File: src/rtl/systolic_ctrl_if.sv
// rtl/systolic_ctrl_if.sv - job, operand-feed and drain signals of the systolic array sequencer
interface systolic_ctrl_if #(
  parameter int N  = 4,
  parameter int KW = 8
);
  logic                   start;
  logic [KW-1:0]          k_len;
  logic                   abort;
  logic                   busy;
  logic                   err;
  logic                   clr_accum;
  logic [N-1:0]           feed_en;
  logic [N*KW-1:0]        feed_idx;
  logic                   drain_valid;
  logic [$clog2(N)-1:0]   drain_row;
  logic                   drain_ready;
  logic                   done;

  modport master (
    output start, k_len, abort, drain_ready,
    input  busy, err, clr_accum, feed_en, feed_idx, drain_valid, drain_row, done
  );

  modport slave (
    input  start, k_len, abort, drain_ready,
    output busy, err, clr_accum, feed_en, feed_idx, drain_valid, drain_row, done
  );
endinterface

File: src/rtl/systolic_ctrl.sv
// rtl/systolic_ctrl.sv - sequencer for an N x N output-stationary systolic array
module systolic_ctrl #(
  parameter int N  = 4,
  parameter int KW = 8
) (
  input  logic          clk,
  input  logic          reset,
  systolic_ctrl_if.slave bus
);
  localparam int DW = $clog2(N);
  localparam int CW = KW + $clog2(N) + 1;

  typedef enum logic [2:0] {
    S_IDLE, S_CLEAR, S_FEED, S_FLUSH, S_DRAIN, S_DONE
  } state_t;

  state_t          state;
  logic [KW-1:0]   k_reg;
  logic [CW-1:0]   cnt;
  logic [CW-1:0]   k_ext;
  logic [CW-1:0]   t_next;
  logic [N-1:0]    lane_en;
  logic [N*KW-1:0] lane_idx;

  assign k_ext = CW'(k_reg);

  // Skew pattern for the feed step about to be presented: lane i is live for t in [i, i+K-1].
  always_comb begin
    t_next   = (state == S_CLEAR) ? '0 : cnt + 1'b1;
    lane_en  = '0;
    lane_idx = '0;
    for (int i = 0; i < N; i++) begin
      if (t_next >= CW'(i) && t_next < CW'(i) + k_ext) begin
        lane_en[i]             = 1'b1;
        lane_idx[i*KW +: KW]   = KW'(t_next - CW'(i));
      end
    end
  end

  always_ff @(posedge clk or posedge reset) begin
    if (reset) begin
      state           <= S_IDLE;
      k_reg           <= '0;
      cnt             <= '0;
      bus.busy        <= 1'b0;
      bus.err         <= 1'b0;
      bus.clr_accum   <= 1'b0;
      bus.feed_en     <= '0;
      bus.feed_idx    <= '0;
      bus.drain_valid <= 1'b0;
      bus.drain_row   <= '0;
      bus.done        <= 1'b0;
    end else begin
      bus.err       <= 1'b0;
      bus.done      <= 1'b0;
      bus.clr_accum <= 1'b0;
      bus.feed_en   <= '0;
      bus.feed_idx  <= '0;
      if (state != S_IDLE && bus.abort) begin
        state           <= S_IDLE;
        cnt             <= '0;
        bus.busy        <= 1'b0;
        bus.drain_valid <= 1'b0;
        bus.drain_row   <= '0;
      end else begin
        case (state)
          S_IDLE: begin
            if (bus.start) begin
              if (bus.k_len != '0) begin
                k_reg         <= bus.k_len;
                state         <= S_CLEAR;
                bus.busy      <= 1'b1;
                bus.clr_accum <= 1'b1;
              end else begin
                bus.err <= 1'b1;
              end
            end
          end
          S_CLEAR: begin
            state        <= S_FEED;
            cnt          <= '0;
            bus.feed_en  <= lane_en;
            bus.feed_idx <= lane_idx;
          end
          S_FEED: begin
            if (cnt == k_ext + CW'(N - 2)) begin
              state <= S_FLUSH;
              cnt   <= '0;
            end else begin
              cnt          <= t_next;
              bus.feed_en  <= lane_en;
              bus.feed_idx <= lane_idx;
            end
          end
          S_FLUSH: begin
            if (cnt == CW'(N - 1)) begin
              state           <= S_DRAIN;
              cnt             <= '0;
              bus.drain_valid <= 1'b1;
              bus.drain_row   <= '0;
            end else begin
              cnt <= cnt + 1'b1;
            end
          end
          S_DRAIN: begin
            if (bus.drain_ready) begin
              if (bus.drain_row == DW'(N - 1)) begin
                state           <= S_DONE;
                bus.drain_valid <= 1'b0;
                bus.drain_row   <= '0;
                bus.done        <= 1'b1;
              end else begin
                bus.drain_row <= bus.drain_row + 1'b1;
              end
            end
          end
          S_DONE: begin
            state    <= S_IDLE;
            bus.busy <= 1'b0;
          end
          default: state <= S_IDLE;
        endcase
      end
    end
  end
endmodule

File: src/flat_wrapper.sv
// flat-port wrapper written by rule: the top's interface ports become plain ports
module systolic_ctrl_flat 
#(
  parameter int N  = 4,
  parameter int KW = 8
)
  (clk, reset, bus_start, bus_k_len, bus_abort, bus_drain_ready, bus_busy, bus_err, bus_clr_accum, bus_feed_en, bus_feed_idx, bus_drain_valid, bus_drain_row, bus_done);
  systolic_ctrl_if #(.N(N), .KW(KW)) bus_i ();
  input  logic clk;
  input  logic reset;
  input wire logic [$bits(bus_i.start)-1:0] bus_start;
  input wire logic [$bits(bus_i.k_len)-1:0] bus_k_len;
  input wire logic [$bits(bus_i.abort)-1:0] bus_abort;
  input wire logic [$bits(bus_i.drain_ready)-1:0] bus_drain_ready;
  output wire logic [$bits(bus_i.busy)-1:0] bus_busy;
  output wire logic [$bits(bus_i.err)-1:0] bus_err;
  output wire logic [$bits(bus_i.clr_accum)-1:0] bus_clr_accum;
  output wire logic [$bits(bus_i.feed_en)-1:0] bus_feed_en;
  output wire logic [$bits(bus_i.feed_idx)-1:0] bus_feed_idx;
  output wire logic [$bits(bus_i.drain_valid)-1:0] bus_drain_valid;
  output wire logic [$bits(bus_i.drain_row)-1:0] bus_drain_row;
  output wire logic [$bits(bus_i.done)-1:0] bus_done;
  assign bus_i.start = bus_start;
  assign bus_i.k_len = bus_k_len;
  assign bus_i.abort = bus_abort;
  assign bus_i.drain_ready = bus_drain_ready;
  assign bus_busy = bus_i.busy;
  assign bus_err = bus_i.err;
  assign bus_clr_accum = bus_i.clr_accum;
  assign bus_feed_en = bus_i.feed_en;
  assign bus_feed_idx = bus_i.feed_idx;
  assign bus_drain_valid = bus_i.drain_valid;
  assign bus_drain_row = bus_i.drain_row;
  assign bus_done = bus_i.done;
  systolic_ctrl #(.N(N), .KW(KW)) u_core (.clk(clk), .reset(reset), .bus(bus_i));
endmodule
File: config.mk
export PLATFORM = sky130hd
export DESIGN_NAME = systolic_ctrl_flat
export DESIGN_NICKNAME = d
export VERILOG_FILES = /design/src/rtl/systolic_ctrl_if.sv /design/src/rtl/systolic_ctrl.sv /design/src/flat_wrapper.sv
export SDC_FILE = /design/constraint.sdc
export NUM_CORES = 1
export LEC_CHECK = 0
export BUFFER_PORTS_ARGS = -buffer_cell sky130_fd_sc_hd__clkbuf_2
export CORE_MARGIN = 3
export CORE_UTILIZATION = 35
export DETAILED_ROUTE_END_ITERATION = 16
export MAX_ROUTING_LAYER = met4
export REMOVE_ABC_BUFFERS = 1
export SYNTH_ARGS = -nofsm -noshare
export SYNTH_HDL_FRONTEND = slang
export SYNTH_SLANG_ARGS = --single-unit
File: constraint.sdc
create_clock -name clk -period 4.45 [get_ports clk]
set_input_delay 1.335 -clock clk [delete_from_list [all_inputs] [get_ports clk]]
set_output_delay 1.335 -clock clk [all_outputs]
set_load 0.1 [all_outputs]
# After elaboration in Yosys (flattened, before gate mapping)
# Index checks and enable logic that the tools add are counted.
[word_totals]
input_bits = 13
register_bits = 65
word_cells = 111
out_inout_bits = 43
[classes]
order_cmp = 8
addsub = 8
muxes = 53
n_eq_ne = 14
reduce_logical = 16
bitwise = 1
[ops]
columns = ["cell", "n"]
rows = [
  ["two-way mux 32 bit", 2],
  ["one-hot mux 32 bit (2 select lines)", 1],
  ["two-way mux 11 bit", 4],
  ["less-than comparator 11 x 9 -> 1 bit", 3],
  ["one-hot mux 11 bit (3 select lines)", 1],
  ["two-way mux 8 bit", 4],
  ["two-way mux 1 bit", 23],
  ["greater-or-equal comparator 11 x 1 -> 1 bit (second input constant)", 2],
  ["greater-or-equal comparator 11 x 2 -> 1 bit (second input constant)", 2],
  ["two-way mux 3 bit", 7],
  ["adder 2 x 8 -> 9 bit (first input constant)", 2],
  ["subtractor 8 x 2 -> 8 bit (second input constant)", 2],
  ["one-hot mux 3 bit (5 select lines)", 1],
  ["!= test 3 x 1 -> 1 bit (second input constant)", 4],
  ["adder 11 x 1 -> 11 bit (second input constant)", 1],
  ["equality test 11 bit", 1],
  ["equality test 11 x 2 -> 1 bit (second input constant)", 1],
  ["less-than comparator 11 x 8 -> 1 bit", 1],
  ["adder 1 x 8 -> 9 bit (first input constant)", 1],
  ["nonzero test 3 bit", 3],
  ["two-way mux 2 bit", 4],
  ["two-way mux 4 bit", 2],
  ["one-hot mux 4 bit (2 select lines)", 1],
  ["AND reduction 4 bit", 2],
  ["other kinds (16)", 25],
]

# Logic depth before layout (Yosys ltp)
[depth]
word_depth = 8
depth_mapped = 13
mapped_depth_nobuf = 12

# Worst setup path after synthesis
# OpenSTA, ideal clock, no wires.
[synth_timing]
path_kind = "register to register"
startpoint = "register u_core.state[1]"
endpoint = "register u_core.bus.feed_idx[1]"
path_stages_with_launch = 14
arrival_time_ns = 3.297
n_path_buf = 2
period_less_slack_ns = 3.392
setup_ns = 0.095
setup_slack_ns = 1.058
cell_sequence = "dfrtp_1 -> or3b_1 -> buf_2 -> buf_2 -> nand2_1 -> inv_1 -> ha_1 -> o21ai_0 -> nand2b_1 -> a31o_1 -> maj3_2 -> o22a_1 -> maj3_2 -> nor4b_2"
[synth_between]
elab_chain_cells = 8
word_cells_on_any_way = 12
classes_between = "2 x order compare; 2 x eq/ne; 5 x mux; 3 x reduce/logical"
[synth_rtl]
columns = ["element", "line_no", "text"]
rows = [
  ["start: declaration", "systolic_ctrl.sv:17", "state_t state;"],
  ["start signal: assignment", "systolic_ctrl.sv:42", "state <= S_IDLE;"],
  ["start signal: assignment", "systolic_ctrl.sv:60", "state <= S_IDLE;"],
  ["start signal: assignment", "systolic_ctrl.sv:71", "state <= S_CLEAR;"],
  ["equality test 3 x 1 -> 1 bit", "systolic_ctrl.sv:29, systolic_ctrl.sv:66", ""],
  ["two-way mux 11 bit", "systolic_ctrl.sv:29", "t_next = (state == S_CLEAR) ? '0 : cnt + 1'b1;"],
  ["greater-or-equal comparator 11 x 1 -> 1 bit or less-than comparator 11 x 8 -> 1 bit (tied branches)", "systolic_ctrl.sv:33", "if (t_next >= CW'(i) && t_next < CW'(i) + k_ext) begin"],
  ["logical AND 1 bit", "systolic_ctrl.sv:33", ""],
  ["two-way mux 8 bit", "systolic_ctrl.sv:33", ""],
  ["two-way mux 32 bit", "systolic_ctrl.sv:86", "if (cnt == k_ext + CW'(N - 2)) begin"],
  ["one-hot mux 32 bit (2 select lines)", "systolic_ctrl.sv:66", "case (state)"],
  ["two-way mux 32 bit (*)", "systolic_ctrl.sv:59", "if (state != S_IDLE && bus.abort) begin"],
  ["end signal: assignment", "systolic_ctrl.sv:83", "bus.feed_idx <= lane_idx;"],
  ["end signal: assignment", "systolic_ctrl.sv:92", "bus.feed_idx <= lane_idx;"],
  ["end: declaration", "systolic_ctrl_if.sv:26", "output busy, err, clr_accum, feed_en, feed_idx, drain_valid, drain_row, done"],
]
# Mark *: on every way between the ends. The rest lies on a longest branch, timed or not.
# A chain may end at the register's enable or synchronous reset.

# Final worst setup path
[layout_timing]
startpoint = "register u_core.state[1]"
endpoint = "register u_core.bus.feed_idx[5]"
# The elaborated chain is that of the path after synthesis.

==> impl_metrics.json <==
{
  "cts_buffers": 9,
  "fin_crit_sh_pct": 83.15,
  "rsz0062_at_grt": "false",
  "overflow": 0,
  "holdWs_ns": 0.4906,
  "hold_buffers": 0,
  "dpl.cell_count": 740,
  "grt_use_total_pct": 18.60,
  "setup_viol": 0,
  "cp-end-kind": "register",
  "drive_above_1_share_pct": 21.03,
  "die_h_microns": 122.8,
  "p_total_w": 0.004313,
  "clk_pin_slew_ns": 0.06,
  "synth.top_cells.by_count": "dfrtp_1 (65), nand2_1 (45), nor2_1 (45)",
  "combPwrFrac_pct": 60.7,
  "instances_no_fill": 756,
  "async_flop_share_pct": 100.0,
  "setup_ws_ns": 0.7498,
  "grt_pass1_wl_mm": 21.18,
  "vias_per_cell": 5.418,
  "largest_reg_flops": 32,
  "antenna_found_initial": 0,
  "hp-class": "register to register",
  "hold_violations": 0,
  "h-tree-depth": 3,
  "ir_drop_mv": 0.4153,
  "routedWlPerCell_microns": 16.85,
  "relSlewSlack_pct": 35.47,
  "core-area_sq_um": 13300,
  "clock-sinks": 65,
  "die_area_sq_um": 15090,
  "swShare_pct": 53.74,
  "arrival_ns": 3.93,
  "syn_inst": 534,
  "worst-endpoint-required_ns": 4.68,
  "yosysSeqAreaShare_pct": 34.05,
  "syn2layout_area_growth_pct": 14.51,
  "antenna_cells": 0,
  "tightestPinTransition_ns": 0.9665,
  "yosys.cell_types.count": 76,
  "drc": 0,
  "slew_viol_final": 0,
  "finalClockSkew_ns": 0.006229,
  "dp_hpwl_mm": 9.757,
  "die_x_microns": 122.8,
  "clk_latency_ns": 0.34,
  "synth.area.top_cells": "dfrtp_1 (34%), ha_1 (8.1%), xnor2_1 (6.2%)",
  "power_density_nw_per_um2": 788.5,
  "io_buffers": 55,
  "row_count": 42,
  "cts-root-buf": "clkbuf_16",
  "place.gp.congestion": 0.9260,
  "design.portCount": 56,
  "cp-start-kind": "register",
  "syn_area_sq_um": 4777,
  "finalSetupTns_ns": 0,
  "ys.flop_type": "dfrtp_1",
  "clockBufferDepth": 2,
  "cts_tree": "built",
  "grt_pass1_vias": 3995,
  "drtIter0Drc": 364,
  "outcome": "finished, final reports clean",
  "ant_nets": 0,
  "final_nets": 619,
  "cts-resized-gates": 0,
  "yosys.area.top_type_share_pct": 34.05,
  "synth_seq_cells": 65,
  "nFillCells": 1304,
  "crit_fanout": 13,
  "synth_warnings": 0,
  "seqPwrFrac_pct": 22.8,
  "p_leak_nw": 2.500,
  "maxCapViolations": 0,
  "num_vias": 4096,
  "synth_most_common_cell": "dfrtp_1",
  "critical_path_class": "register to register",
  "wirelength_mm": 12.74,
  "internal_power_w": 0.001995,
  "start_util_pct": 35.93,
  "dpl_worst_slack_ns": 0.7865,
  "yosysTopAreaCell": "dfrtp_1",
  "grt_max_degree": 51,
  "postCtsSetupBuffers": 0,
  "fin_crit_ns": 3.700,
  "clock_power_share_pct": 16.5,
  "synth_edf_count": 0,
  "syn_avg_cell_area_sq_um": 8.946,
  "fmax_ghz": 0.2703,
  "power.switching_w": 0.002318,
  "dr.pass1.iters": 5
}
[power by group through the flow]
stage / clock [W] / sequential, W / combinational [W]
floorplan: 0 / 0.00170 / 0.00131
global placement: 0 / 0.000983 / 0.00259
detailed placement: 0 / 0.000990 / 0.00260
CTS: 0.000734 / 0.000980 / 0.00261
global route: 0.000765 / 0.00102 / 0.00284
finish: 0.000713 / 0.000983 / 0.00262
[through the flow]
step                      utilization (%)  area [sq um]
after floorplan                         -          4602
after global placement              38.85          5165
after detailed placement            38.85          5165
after CTS                           41.14          5470
after global routing                41.14          5470
final                               41.14          5470
[routing by layer]
layer | global-route usage, % | share of wire [%] | vias up
li1 | - | - | 2004
met1 | 25.62 | 47 | 1917
met2 | 27.47 | 44 | 156
met3 | 3.733 | 6.5 | 19
met4 | 6.018 | 1.9 | 0
met5 | - | 0 | -
[path summary, 6_finish.rpt]
path | from | to | slack (ns) | cells after the start
setup / recovery | u_core.state[1] | u_core.bus.feed_idx[5] | 0.75 | 11
hold / removal | u_core.bus.busy | u_core.bus.busy | 0.49 | 1
setup reg to reg | u_core.state[1] | u_core.bus.feed_idx[5] | 0.75 | 11
hold reg to reg | u_core.bus.busy | u_core.bus.busy | 0.49 | 1
max in group asynchronous | reset | u_core.k_reg[4] | 2.46 | 3
min in group asynchronous | reset | u_core.bus.feed_idx[6] | 1.21 | 2
[critical path, cell delays in order (launching register included)]
cell	delay [ns]
dfrtp_1	0.52
or3b_1	0.48
nand2_1	0.31
inv_1	0.25
ha_1	0.34
o21ai_0	0.16
nand2b_1	0.08
a31o_1	0.21
maj3_2	0.31
o22a_1	0.22
maj3_2	0.41
nor4b_2	0.30
[placed cells by master (no fill, tap or decap), drive strengths merged, types with 7 or more instances in the layout]
| cell | count |
|---|---|
| nand2 | 45 |
| nor3 | 27 |
| dfrtp | 65 |
| nand3 | 14 |
| and2 | 7 |
| xor2 | 12 |
| nand4 | 7 |
| o21ai | 28 |
| clkbuf | 65 |
| xnor2 | 34 |
| a21oi | 21 |
| buf | 9 |
| inv | 23 |
| nor2 | 53 |
| ha | 31 |
| or2 | 7 |
| nor4 | 12 |
[layout make-up]
| class | count | area (sq um) | share of cell area [%] |
|---|---|---|---|
| inverters | 22 | 82.58 | 1.510 |
| multi-input cells | 413 | 2893 | 52.88 |
| well taps | 176 | 220.2 | 4.026 |
| repair buffers | 64 | 342.8 | 6.267 |
| flip-flops and latches | 65 | 1627 | 29.73 |
| clock buffers | 10 | 239.0 | 4.369 |
| clock inverters | 6 | 66.31 | 1.212 |
[logic make-up after synthesis]
kind of cell,synth area share [%]
multiplexers,1.179
AO/OA/AOI/OAI,16.79
buffers and inverters,5.395
flip-flops,34.05
AND/OR/NAND/NOR,24.88
adder cells (fa/ha/maj),8.800
XOR/XNOR,8.905
(Power assumes the default switching activity.)
